**config.mk**
```make
export PLATFORM = sky130hd
export DESIGN_NAME = audio_adc_rx
export DESIGN_NICKNAME = d
export VERILOG_FILES = /design/src/rtl/audio_adc_rx.sv
export SDC_FILE = /design/constraint.sdc
export NUM_CORES = 1
export LEC_CHECK = 0
export ABC_AREA = 1
export CORE_MARGIN = 3
export CORE_UTILIZATION = 50
export CTS_BUF_LIST = sky130_fd_sc_hd__clkbuf_4 sky130_fd_sc_hd__clkbuf_8
export CTS_CLUSTER_SIZE = 28
export DETAILED_ROUTE_END_ITERATION = 12
export PLACE_DENSITY = 0.71
export SLEW_MARGIN = 20
export SYNTH_ARGS = -nofsm -noshare
export SYNTH_HDL_FRONTEND = slang
export SYNTH_SLANG_ARGS = --single-unit
```
**constraint.sdc**
```tcl
create_clock -name CLOCK -period 7.6 [get_ports CLOCK]
set_clock_uncertainty 0.05 [all_clocks]
set_input_delay 1.52 -clock CLOCK [delete_from_list [all_inputs] [get_ports CLOCK]]
set_output_delay 1.52 -clock CLOCK [all_outputs]
set_load 0.02 [all_outputs]
```
**src/rtl/audio_adc_rx.sv**
```systemverilog
// audio_adc_rx
// Receives the codec's left-justified ADC stream and turns it into 16-bit
// stereo pairs in the CLOCK domain, with a level detector for sound-triggered
// features.
//
// Ports:
//   CLOCK         system clock, all registers on its rising edge
//   DLY_RST       asynchronous active-low reset
//   BCLK          codec bit clock (asynchronous, at most CLOCK/8)
//   ADCLRCK       frame clock, 1 = left slot, 0 = right slot
//   ADCDAT        serial data, MSB first, valid at BCLK rising edge
//   SAMPLE_READY  consumer takes the pair when high with SAMPLE_VALID
//   CLR_ERR       clears OVERRUN and SHORT_ERR (a same-cycle set wins)
//   SAMPLE_L/R    held stereo pair, two's complement
//   SAMPLE_VALID  pair held and not yet accepted
//   OVERRUN       sticky, a completed pair was dropped
//   SHORT_ERR     sticky, a slot ended before DATA_WIDTH bits
//   LEVEL         max(|L|,|R|) of the last completed pair
//   SOUND_DET     level over THRESHOLD, held for HOLD_PAIRS pairs
module audio_adc_rx #(
    parameter int                    DATA_WIDTH = 16,
    parameter logic [DATA_WIDTH-1:0] THRESHOLD  = 16'd8000,
    parameter int                    HOLD_PAIRS = 4800
) (
    input  logic                  CLOCK,
    input  logic                  DLY_RST,
    input  logic                  BCLK,
    input  logic                  ADCLRCK,
    input  logic                  ADCDAT,
    input  logic                  SAMPLE_READY,
    input  logic                  CLR_ERR,
    output logic [DATA_WIDTH-1:0] SAMPLE_L,
    output logic [DATA_WIDTH-1:0] SAMPLE_R,
    output logic                  SAMPLE_VALID,
    output logic                  OVERRUN,
    output logic                  SHORT_ERR,
    output logic [DATA_WIDTH-1:0] LEVEL,
    output logic                  SOUND_DET
);

    localparam int                 CNT_W     = $clog2(DATA_WIDTH + 1);
    localparam logic [CNT_W-1:0]   CNT_ZERO  = {CNT_W{1'b0}};
    localparam logic [CNT_W-1:0]   CNT_ONE   = CNT_W'(1);
    localparam logic [CNT_W-1:0]   CNT_LAST  = CNT_W'(DATA_WIDTH - 1);
    localparam logic [CNT_W-1:0]   CNT_FULL  = CNT_W'(DATA_WIDTH);
    localparam logic [12:0]        HOLD_LOAD = 13'(HOLD_PAIRS);

    // Magnitude of a two's complement word; the most negative value saturates.
    function automatic logic [DATA_WIDTH-1:0] abs_sat(input logic [DATA_WIDTH-1:0] x);
        logic [DATA_WIDTH-1:0] most_neg;
        logic [DATA_WIDTH-1:0] res;
        most_neg = {1'b1, {(DATA_WIDTH-1){1'b0}}};
        if (x == most_neg) begin
            res = ~most_neg;
        end else if (x[DATA_WIDTH-1]) begin
            res = ~x + {{(DATA_WIDTH-1){1'b0}}, 1'b1};
        end else begin
            res = x;
        end
        return res;
    endfunction

    logic                  bclk_meta_r, bclk_sync_r, bclk_dly_r;
    logic                  lrck_meta_r, lrck_sync_r;
    logic                  dat_meta_r, dat_sync_r;
    logic                  bclk_rise_s;

    logic                  lrck_prev_r;
    logic                  prev_vld_r;
    logic [CNT_W-1:0]      bitcnt_r;
    logic [DATA_WIDTH-1:0] shift_r;
    logic                  chan_r;
    logic [DATA_WIDTH-1:0] left_hold_r;
    logic                  l_have_r;
    logic [12:0]           hold_cnt_r;

    logic                  lrck_edge_s;
    logic                  in_slot_s;
    logic                  short_set_s;
    logic [DATA_WIDTH-1:0] word_s;
    logic                  word_done_s;
    logic                  left_done_s;
    logic                  pair_done_s;
    logic                  load_s;
    logic                  overrun_set_s;
    logic [DATA_WIDTH-1:0] abs_l_s;
    logic [DATA_WIDTH-1:0] abs_r_s;
    logic [DATA_WIDTH-1:0] mag_s;

    // Two-stage synchronizers; BCLK gets a third stage for edge detection.
    always_ff @(posedge CLOCK or negedge DLY_RST) begin
        if (!DLY_RST) begin
            bclk_meta_r <= 1'b0;
            bclk_sync_r <= 1'b0;
            bclk_dly_r  <= 1'b0;
            lrck_meta_r <= 1'b0;
            lrck_sync_r <= 1'b0;
            dat_meta_r  <= 1'b0;
            dat_sync_r  <= 1'b0;
        end else begin
            bclk_meta_r <= BCLK;
            bclk_sync_r <= bclk_meta_r;
            bclk_dly_r  <= bclk_sync_r;
            lrck_meta_r <= ADCLRCK;
            lrck_sync_r <= lrck_meta_r;
            dat_meta_r  <= ADCDAT;
            dat_sync_r  <= dat_meta_r;
        end
    end

    assign bclk_rise_s = bclk_sync_r & ~bclk_dly_r;

    // Framing decode, pair completion and level magnitude.
    always_comb begin
        word_s    = {shift_r[DATA_WIDTH-2:0], dat_sync_r};
        // bitcnt of zero means no slot has been framed since reset, so the
        // stream is ignored until the first LRCK edge is seen.
        in_slot_s = (bitcnt_r != CNT_ZERO) && (bitcnt_r < CNT_FULL);
        // The first bit edge after reset only primes lrck_prev; releasing
        // reset mid-left-slot must not look like a frame edge.
        lrck_edge_s   = bclk_rise_s && prev_vld_r && (lrck_sync_r != lrck_prev_r);
        short_set_s   = lrck_edge_s && in_slot_s;
        word_done_s   = bclk_rise_s && !lrck_edge_s && (bitcnt_r == CNT_LAST);
        left_done_s   = word_done_s && chan_r;
        pair_done_s   = word_done_s && !chan_r && l_have_r;
        load_s        = pair_done_s && (!SAMPLE_VALID || SAMPLE_READY);
        overrun_set_s = pair_done_s && SAMPLE_VALID && !SAMPLE_READY;
        abs_l_s       = abs_sat(left_hold_r);
        abs_r_s       = abs_sat(word_s);
        if (abs_l_s >= abs_r_s) begin
            mag_s = abs_l_s;
        end else begin
            mag_s = abs_r_s;
        end
    end

    // Serial shift, bit counting and left-word holding, advanced per bit edge.
    always_ff @(posedge CLOCK or negedge DLY_RST) begin
        if (!DLY_RST) begin
            lrck_prev_r <= 1'b0;
            prev_vld_r  <= 1'b0;
            bitcnt_r    <= CNT_ZERO;
            shift_r     <= {DATA_WIDTH{1'b0}};
            chan_r      <= 1'b0;
            left_hold_r <= {DATA_WIDTH{1'b0}};
            l_have_r    <= 1'b0;
        end else if (bclk_rise_s) begin
            lrck_prev_r <= lrck_sync_r;
            prev_vld_r  <= 1'b1;
            if (lrck_edge_s) begin
                bitcnt_r <= CNT_ONE;
                shift_r  <= {{(DATA_WIDTH-1){1'b0}}, dat_sync_r};
                chan_r   <= lrck_sync_r;
            end else if (in_slot_s) begin
                bitcnt_r <= bitcnt_r + CNT_ONE;
                shift_r  <= word_s;
            end
            if (left_done_s) begin
                left_hold_r <= word_s;
                l_have_r    <= 1'b1;
            end else if (pair_done_s) begin
                l_have_r <= 1'b0;
            end
        end
    end

    // Output pair register, handshake and sticky error flags.
    always_ff @(posedge CLOCK or negedge DLY_RST) begin
        if (!DLY_RST) begin
            SAMPLE_L     <= {DATA_WIDTH{1'b0}};
            SAMPLE_R     <= {DATA_WIDTH{1'b0}};
            SAMPLE_VALID <= 1'b0;
            OVERRUN      <= 1'b0;
            SHORT_ERR    <= 1'b0;
        end else begin
            if (load_s) begin
                SAMPLE_L     <= left_hold_r;
                SAMPLE_R     <= word_s;
                SAMPLE_VALID <= 1'b1;
            end else if (SAMPLE_VALID && SAMPLE_READY) begin
                SAMPLE_VALID <= 1'b0;
            end
            OVERRUN   <= overrun_set_s | (OVERRUN & ~CLR_ERR);
            SHORT_ERR <= short_set_s | (SHORT_ERR & ~CLR_ERR);
        end
    end

    // Peak level and sound detect with a hold counted in pairs, dropped pairs included.
    always_ff @(posedge CLOCK or negedge DLY_RST) begin
        if (!DLY_RST) begin
            LEVEL      <= {DATA_WIDTH{1'b0}};
            SOUND_DET  <= 1'b0;
            hold_cnt_r <= 13'd0;
        end else if (pair_done_s) begin
            LEVEL <= mag_s;
            if (mag_s >= THRESHOLD) begin
                hold_cnt_r <= HOLD_LOAD;
                SOUND_DET  <= 1'b1;
            end else if (hold_cnt_r != 13'd0) begin
                hold_cnt_r <= hold_cnt_r - 13'd1;
                SOUND_DET  <= (hold_cnt_r != 13'd1);
            end else begin
                SOUND_DET <= 1'b0;
            end
        end
    end

endmodule

```
==> run metrics, run 1 <==
status=complete, no violations; post-synth cell types=42; maxcap violations=0; Pre-Repair DR Iteration Count=5; worst vdd ir=140.1 uV; Flop pwr share=47.5%; #FFs+latches synth=112; dpl cells=989; gpl congestion=0.8994; cell family with most CP delay=simple AND/OR/NAND/NOR gates; Avg Inst Size Synth=7.915 um^2; syn_nets=816; cell repeated most along the worst path=nand2_1; Non-Filler Instances=1,005; FFs w/ async S/R, synth=100.0%; CP peak stage delay=0.76 ns; fill cell count=1,115; layout cell share with drive strength beyond 1=10.27%; core footprint=12,110 um^2; final-report setup violation count=0; Synthesis Warnings=0; NetSw=0.0004997 W; pwr dens=192.4 nW/um^2; Worst slew margin=35.42%; Post-DP Area=6865 um^2; Routed WL=14,590 um; initial antenna violation count=0; first-pass GRT wire length=24,540 um; num ports=59; overflow left after global routing=0; Reg clk slew, reported paths=0.11 ns; TNS Setup=0 ns; Die Wd=117.5 um; Worst setup SP type=register; most common cell after layout, fill and taps aside=nand2_1; Design Area, Final=7056 um^2; most used flip-flop cell after synthesis=dfrtp_1; most frequent cells in the layout=nand2_1 (213), dfrtp_1 (112), o21ai_0 (81); post-CTS setup buffers=0; clk sinks=112; DRT iter0 DRCs=348; Seq/Total Area, Yosys=45.05%; nets=862; area grow syn2layout=13.42%; worst min-delay path class=register to register; Worst Path Max Fanout=22; number of nets still failing antenna checks after routing=0; slowest stage cell on the critical path=dfrtp_1; worst-margin pin slew=0.9686 ns; post_cts resized=0; vias in the first global route=5,018; CTS tree=done; die extent in y=117.5 um; worst-path cell chain=inv_4 > nor2_4 > nand2_1 > or4_1 > ha_1 > nand4_1 > inv_1 > nand2_1 > nand3_2 > inv_1 > nand2_2 > nand3_1 > nand2_1 > nand3_1 > o21bai_2 > nand2_4 > inv_8 > nor2_2; crit share post-route=50.45%; remaining routing DRC violations=0; clock network fraction of design power=26.1%; combinational cell fraction of total power=26.4%; Post-Syn Instances=786; drt via density=5.228; WS Path Type=register to register; clk_lat worst skew=0.40 ns; Final Max Slew Viols=0; row cnt=40; unrepaired setup endpoints after global routing=false; I/O Buffers=58; P_leak=3.498 nW; Int Pwr=0.0008579 W; Die ar.=13,820 um^2; Num CTS Buffers=9; max frequency=0.2608 GHz; fin crit period=3.834 ns; CTS Hold Bufs=0; CP endpoint kind=register; Post-synth EDFFs=0; DR vias=5,254; Fin. Hold Viols=0; largest net degree at the start of global routing=80; DPL Wire Length=10,690 um; Avg WL per Cell=14.52 um; Switching Fraction=36.81%; Longest Clk Path Bufs=2; Initial Util=51.36%; Post-Syn Area=6221 um^2; number of buffers and inverters on the critical path=4; Worst Path Required=7.89 ns; root buffer cell=clkbuf_8; Critical Path AT=4.12 ns; Inserted Diodes=0; H-tree depth=3; GRT Util Overall=21.94%
worst register-to-register path: stages (launching register included):
cell and delay (ns):
dfrtp_1 0.76, inv_4 0.16, nor2_4 0.15, nand2_1 0.05, or4_1 0.56, ha_1 0.35
nand4_1 0.15, inv_1 0.09, nand2_1 0.06, nand3_2 0.09, inv_1 0.10, nand2_2 0.32
nand3_1 0.13, nand2_1 0.13, nand3_1 0.12, o21bai_2 0.23, nand2_4 0.12, inv_8 0.07
nor2_2 0.10
cell type report:
type	instances	area, um^2	share of cell area (%)
clock buffer	10	137.6	1.951
clock inverter	6	52.55	0.7448
inverter	95	366.6	5.196
multi-input combinational	555	2900	41.11
sequential	112	2803	39.72
tap	168	210.2	2.979
timing repair buffer	59	585.6	8.299
routing by layer:
metal / track usage (%) / routed length [um] / vias up
met5: 0 / 0 / -
met4: 7.766 / 306 / 0
met1: 30.28 / 6869 / 2477
met2: 35.30 / 6720 / 136
met3: 3.556 / 695 / 21
li1: - / - / 2620
logic make-up after synthesis:
kind of cell	after synthesis	synth area share [%]
flops	112	45.05
buf+inv	119	8.327
fa+ha+maj	23	4.626
compound gates	116	9.916
mux	2	0.3620
xor+xnor	16	2.253
simple gates	398	29.47
registers in the layout, indices dropped and copies added, names as in the netlist, 5 cells and up:
name / cells
SAMPLE_R: 16
hold_cnt_r: 13
shift_r: 15
bitcnt_r: 5
left_hold_r: 16
LEVEL: 16
SAMPLE_L: 16
power groups by stage:
stage	Sequential (W)	Combinational, W	Clock (W)
after floorplan	0.000654	0.000268	0
after global placement	0.000655	0.000346	0
after detailed placement	0.000657	0.000354	0
after CTS	0.000645	0.000355	0.000368
after global routing	0.000649	0.000402	0.000389
final	0.000645	0.000358	0.000354
final timing paths:
check,depth (start not counted),slack (ns),end,from
max in group asynchronous,2,5.16,left_hold_r[6],DLY_RST
min in group asynchronous,1,1.00,hold_cnt_r[7],DLY_RST
worst max register to register,18,3.77,hold_cnt_r[11],shift_r[14]
worst min register to register,0,0.31,dat_sync_r,dat_meta_r
worst min-delay path,0,0.31,dat_sync_r,dat_meta_r
worst max-delay path,18,3.77,hold_cnt_r[11],shift_r[14]
through the flow:
stage | setup slack (ns) | hold WS (ns) | utilization (%) | power [W]
after floorplan | 4.462 | 0.2812 | - | 0.0009217
after CTS | 3.751 | 0.3078 | 58.25 | 0.001369
after global placement | 3.888 | 0.2847 | 56.68 | 0.001001
final | 3.766 | 0.3060 | 58.25 | 0.001358
after detailed placement | 3.786 | 0.2847 | 56.68 | 0.001011
after global routing | 3.408 | 0.3145 | 58.25 | 0.001440
cell usage after synthesis (2+ instances only):
| library cell | instances | share of area (%) |
|---|---|---|
| nand2_1 | 213 | 13 |
| dfrtp_1 | 112 | 45 |
| o21ai_0 | 81 | 6.5 |
| inv_1 | 80 | 4.8 |
| nand3_1 | 70 | 5.6 |
| nor2_1 | 48 | 2.9 |
| ha_1 | 23 | 4.6 |
| nor2_2 | 19 | 1.9 |
| a21oi_1 | 16 | 1.3 |
| inv_2 | 13 | 0.78 |
| xor2_1 | 13 | 1.8 |
| buf_2 | 10 | 0.80 |
| nand2_2 | 10 | 1.0 |
| nand3_2 | 9 | 1.4 |
| o21ai_1 | 8 | 0.64 |
| nand4_1 | 7 | 0.70 |
| nor3_1 | 7 | 0.56 |
| clkbuf_1 | 6 | 0.36 |
| buf_6 | 5 | 0.91 |
| nor2_4 | 4 | 0.72 |
| buf_4 | 3 | 0.36 |
| xnor2_1 | 3 | 0.42 |
| a211oi_1 | 2 | 0.24 |
| mux2_2 | 2 | 0.36 |
| nand2_4 | 2 | 0.36 |
| nand4_2 | 2 | 0.40 |
| nor4_1 | 2 | 0.20 |
| o22ai_1 | 2 | 0.20 |
(Power assumes the default switching activity.)
==> inputs of run 2 (changes only) <==
==> constraint.sdc (replaced) <==
create_clock -name CLOCK -period 3.8 [get_ports CLOCK]
set_clock_uncertainty 0.05 [all_clocks]
set_input_delay 0.76 -clock CLOCK [delete_from_list [all_inputs] [get_ports CLOCK]]
set_output_delay 0.76 -clock CLOCK [all_outputs]
set_load 0.02 [all_outputs]
==> run metrics, run 2 (synthesis gave the netlist of run 1 again) <==
status=complete, no violations (unchanged); r2r worst-path depth=17 (was 18); Reg clk slew, reported paths=0.11 ns (about the same); worst-path cell chain=inv_2 > nand2_1 > nor2_1 > nand3_1 > or4_1 > ha_1 > nand4_1 > nor2_4 > nand2_2 > nand2_8 > nand3_1 > nand2_1 > nand3_1 > o21bai_2 > nand2_4 > inv_8 > nor2_2 (was inv_4 > nor2_4 > nand2_1 > or4_1 > ha_1 > nand4_1 > inv_1 > nand2_1 > nand3_2 > inv_1 > nand2_2 > nand3_1 > nand2_1 > nand3_1 > o21bai_2 > nand2_4 > inv_8 > nor2_2); Inserted Diodes=0 (unchanged); Critical Path AT=3.80 ns (was 4.12 ns); area grow syn2layout=15.67% (was 13.42%); Reg-to-Reg Start=shift_r[5] (was shift_r[14]); CTS tree=done (unchanged); nets=873 (was 862); GRT Util Overall=21.97% (was 21.94%); Design Power=0.002869 W (was 0.001358 W); TNS Setup=0 ns (unchanged); remaining routing DRC violations=0 (unchanged); num ports=59 (unchanged); die extent in y=117.5 um (unchanged); CP peak stage delay=0.54 ns (was 0.76 ns); drt via density=5.251 (was 5.228); worst-margin pin slew=0.7633 ns (was 0.9686 ns); Final Max Slew Viols=0 (unchanged); Initial Util=51.36% (unchanged); Seq. cell area=2803 um^2 (unchanged); layout cell share with drive strength beyond 1=11.91% (was 10.27%); max frequency=0.2844 GHz (was 0.2608 GHz); gpl congestion=0.8914 (was 0.8994); first-pass GRT wire length=24,770 um (was 24,540 um); slowest stage cell on the critical path=or4_1 (was dfrtp_1); multi-input logic area=2939 um^2 (was 2900 um^2); Die Wd=117.5 um (unchanged); fill cell count=1,112 (was 1,115); cell repeated most along the worst path=nand3_1 (was nand2_1); Fin. Hold Viols=0 (unchanged); core footprint=12,110 um^2 (unchanged); crit share post-route=92.54% (was 50.45%); H-tree depth=3 (unchanged); final-report setup violation count=0 (unchanged); Longest Clk Path Bufs=2 (unchanged); Final Util=59.41% (was 58.25%); Worst setup SP type=register (unchanged); fin crit period=3.517 ns (was 3.834 ns); worst min-delay path class=register to register (unchanged); most frequent cells in the layout=nand2_1 (213), dfrtp_1 (112), o21ai_0 (81) (unchanged); Worst Path Required=4.08 ns (was 7.89 ns); Die ar.=13,820 um^2 (unchanged); Setup WS post-layout=0.2833 ns (was 3.766 ns); overflow left after global routing=0 (unchanged); Avg WL per Cell=14.74 um (was 14.52 um); maxcap violations=0 (unchanged); P_leak=3.556 nW (was 3.498 nW); pwr dens=398.6 nW/um^2 (was 192.4 nW/um^2); vias in the first global route=5,066 (was 5,018); worst vdd ir=249.0 uV (was 140.1 uV); Worst setup startpoint=shift_r[5] (was shift_r[14]); DR vias=5,335 (was 5,254); hold path depth=0 (unchanged); CTS Hold Bufs=0 (unchanged); I/O Buffers=58 (unchanged); Num CTS Buffers=9 (unchanged); clk sinks=112 (unchanged); row cnt=40 (unchanged); DRT iter0 DRCs=438 (was 348); DPL Wire Length=11,090 um (was 10,690 um); clk_lat worst skew=0.39 ns (was 0.40 ns); WS Path Type=register to register (unchanged); CP endpoint kind=register (unchanged); Hold Path Origin=bclk_meta_r (was dat_meta_r); most common cell after layout, fill and taps aside=nand2_1 (unchanged); Min Hold Slack=0.3067 ns (was 0.3060 ns); initial antenna violation count=0 (unchanged); Routed WL=14,980 um (was 14,590 um); root buffer cell=clkbuf_8 (unchanged); Worst Path Max Fanout=22 (unchanged); largest net degree at the start of global routing=85 (was 80); number of nets still failing antenna checks after routing=0 (unchanged); Pre-Repair DR Iteration Count=6 (was 5); Worst slew margin=49.11% (was 35.42%); Post-Place Worst Slack=0.06738 ns (was 3.786 ns)
run 2: cell count changes in the layout (fill, tap and decap cells not counted), moves of 2 or more:
cell and change:
buf_4 +9, clkinv_4 +2, inv_1 -3, inv_2 +3
inv_6 -5
run 2: final cells by class:
| cell class | instances | area share (%) |
|---|---|---|
| sequential | 112 | 38.95 |
| tap | 168 | 2.921 |
| clock inverter | 6 | 1.043 |
| timing repair buffer | 69 | 9.233 |
| clock buffer | 10 | 1.913 |
| multi-input combinational | 556 | 40.85 |
| inverter | 95 | 5.095 |
run 2: where the power goes:
part           internal (W)  switching [W]
Sequential          0.00124      0.0000519
Combinational      0.000273       0.000540
Clock              0.000332       0.000429
Total               0.00185        0.00102
run 2: per-stage QoR:
stage	instance area, um^2	instances
CTS	7131	1012
detailed placement	6918	996
global route	7196	1016
global placement	6918	996
floorplan	6221	786
finish	7196	1016
run 2: routing by layer:
layer  track usage [%]  part of all wire (%)  up-vias
met4             7.253                   2.2        0
li1                  -                     -     2639
met2             36.13                    48      170
met3             3.364                   6.3       25
met1             29.99                    44     2501
met5                 0                     0        -
run 2: critical path, delay by kind of cell, from the launching register on:
family,cells,cell delay [ns]
AND/OR/NAND/NOR,13,2.15
adder cells (fa/ha/maj),1,0.34
buffers and inverters,2,0.22
flip-flops,1,0.46
AO/OA/AOI/OAI,1,0.22
run 2: worst paths after layout:
path,to,slack [ns]
min reg2reg,bclk_sync_r,0.31
min,bclk_sync_r,0.31
min in group asynchronous,hold_cnt_r[3],0.36
max in group asynchronous,shift_r[9],2.62
max reg2reg,hold_cnt_r[11],0.28
max,hold_cnt_r[11],0.28
run 2: timing repair:
action	in CTS	in global routing
buffers inserted	0	3
gates resized for setup	0	8
endpoints found under the setup margin	0	14
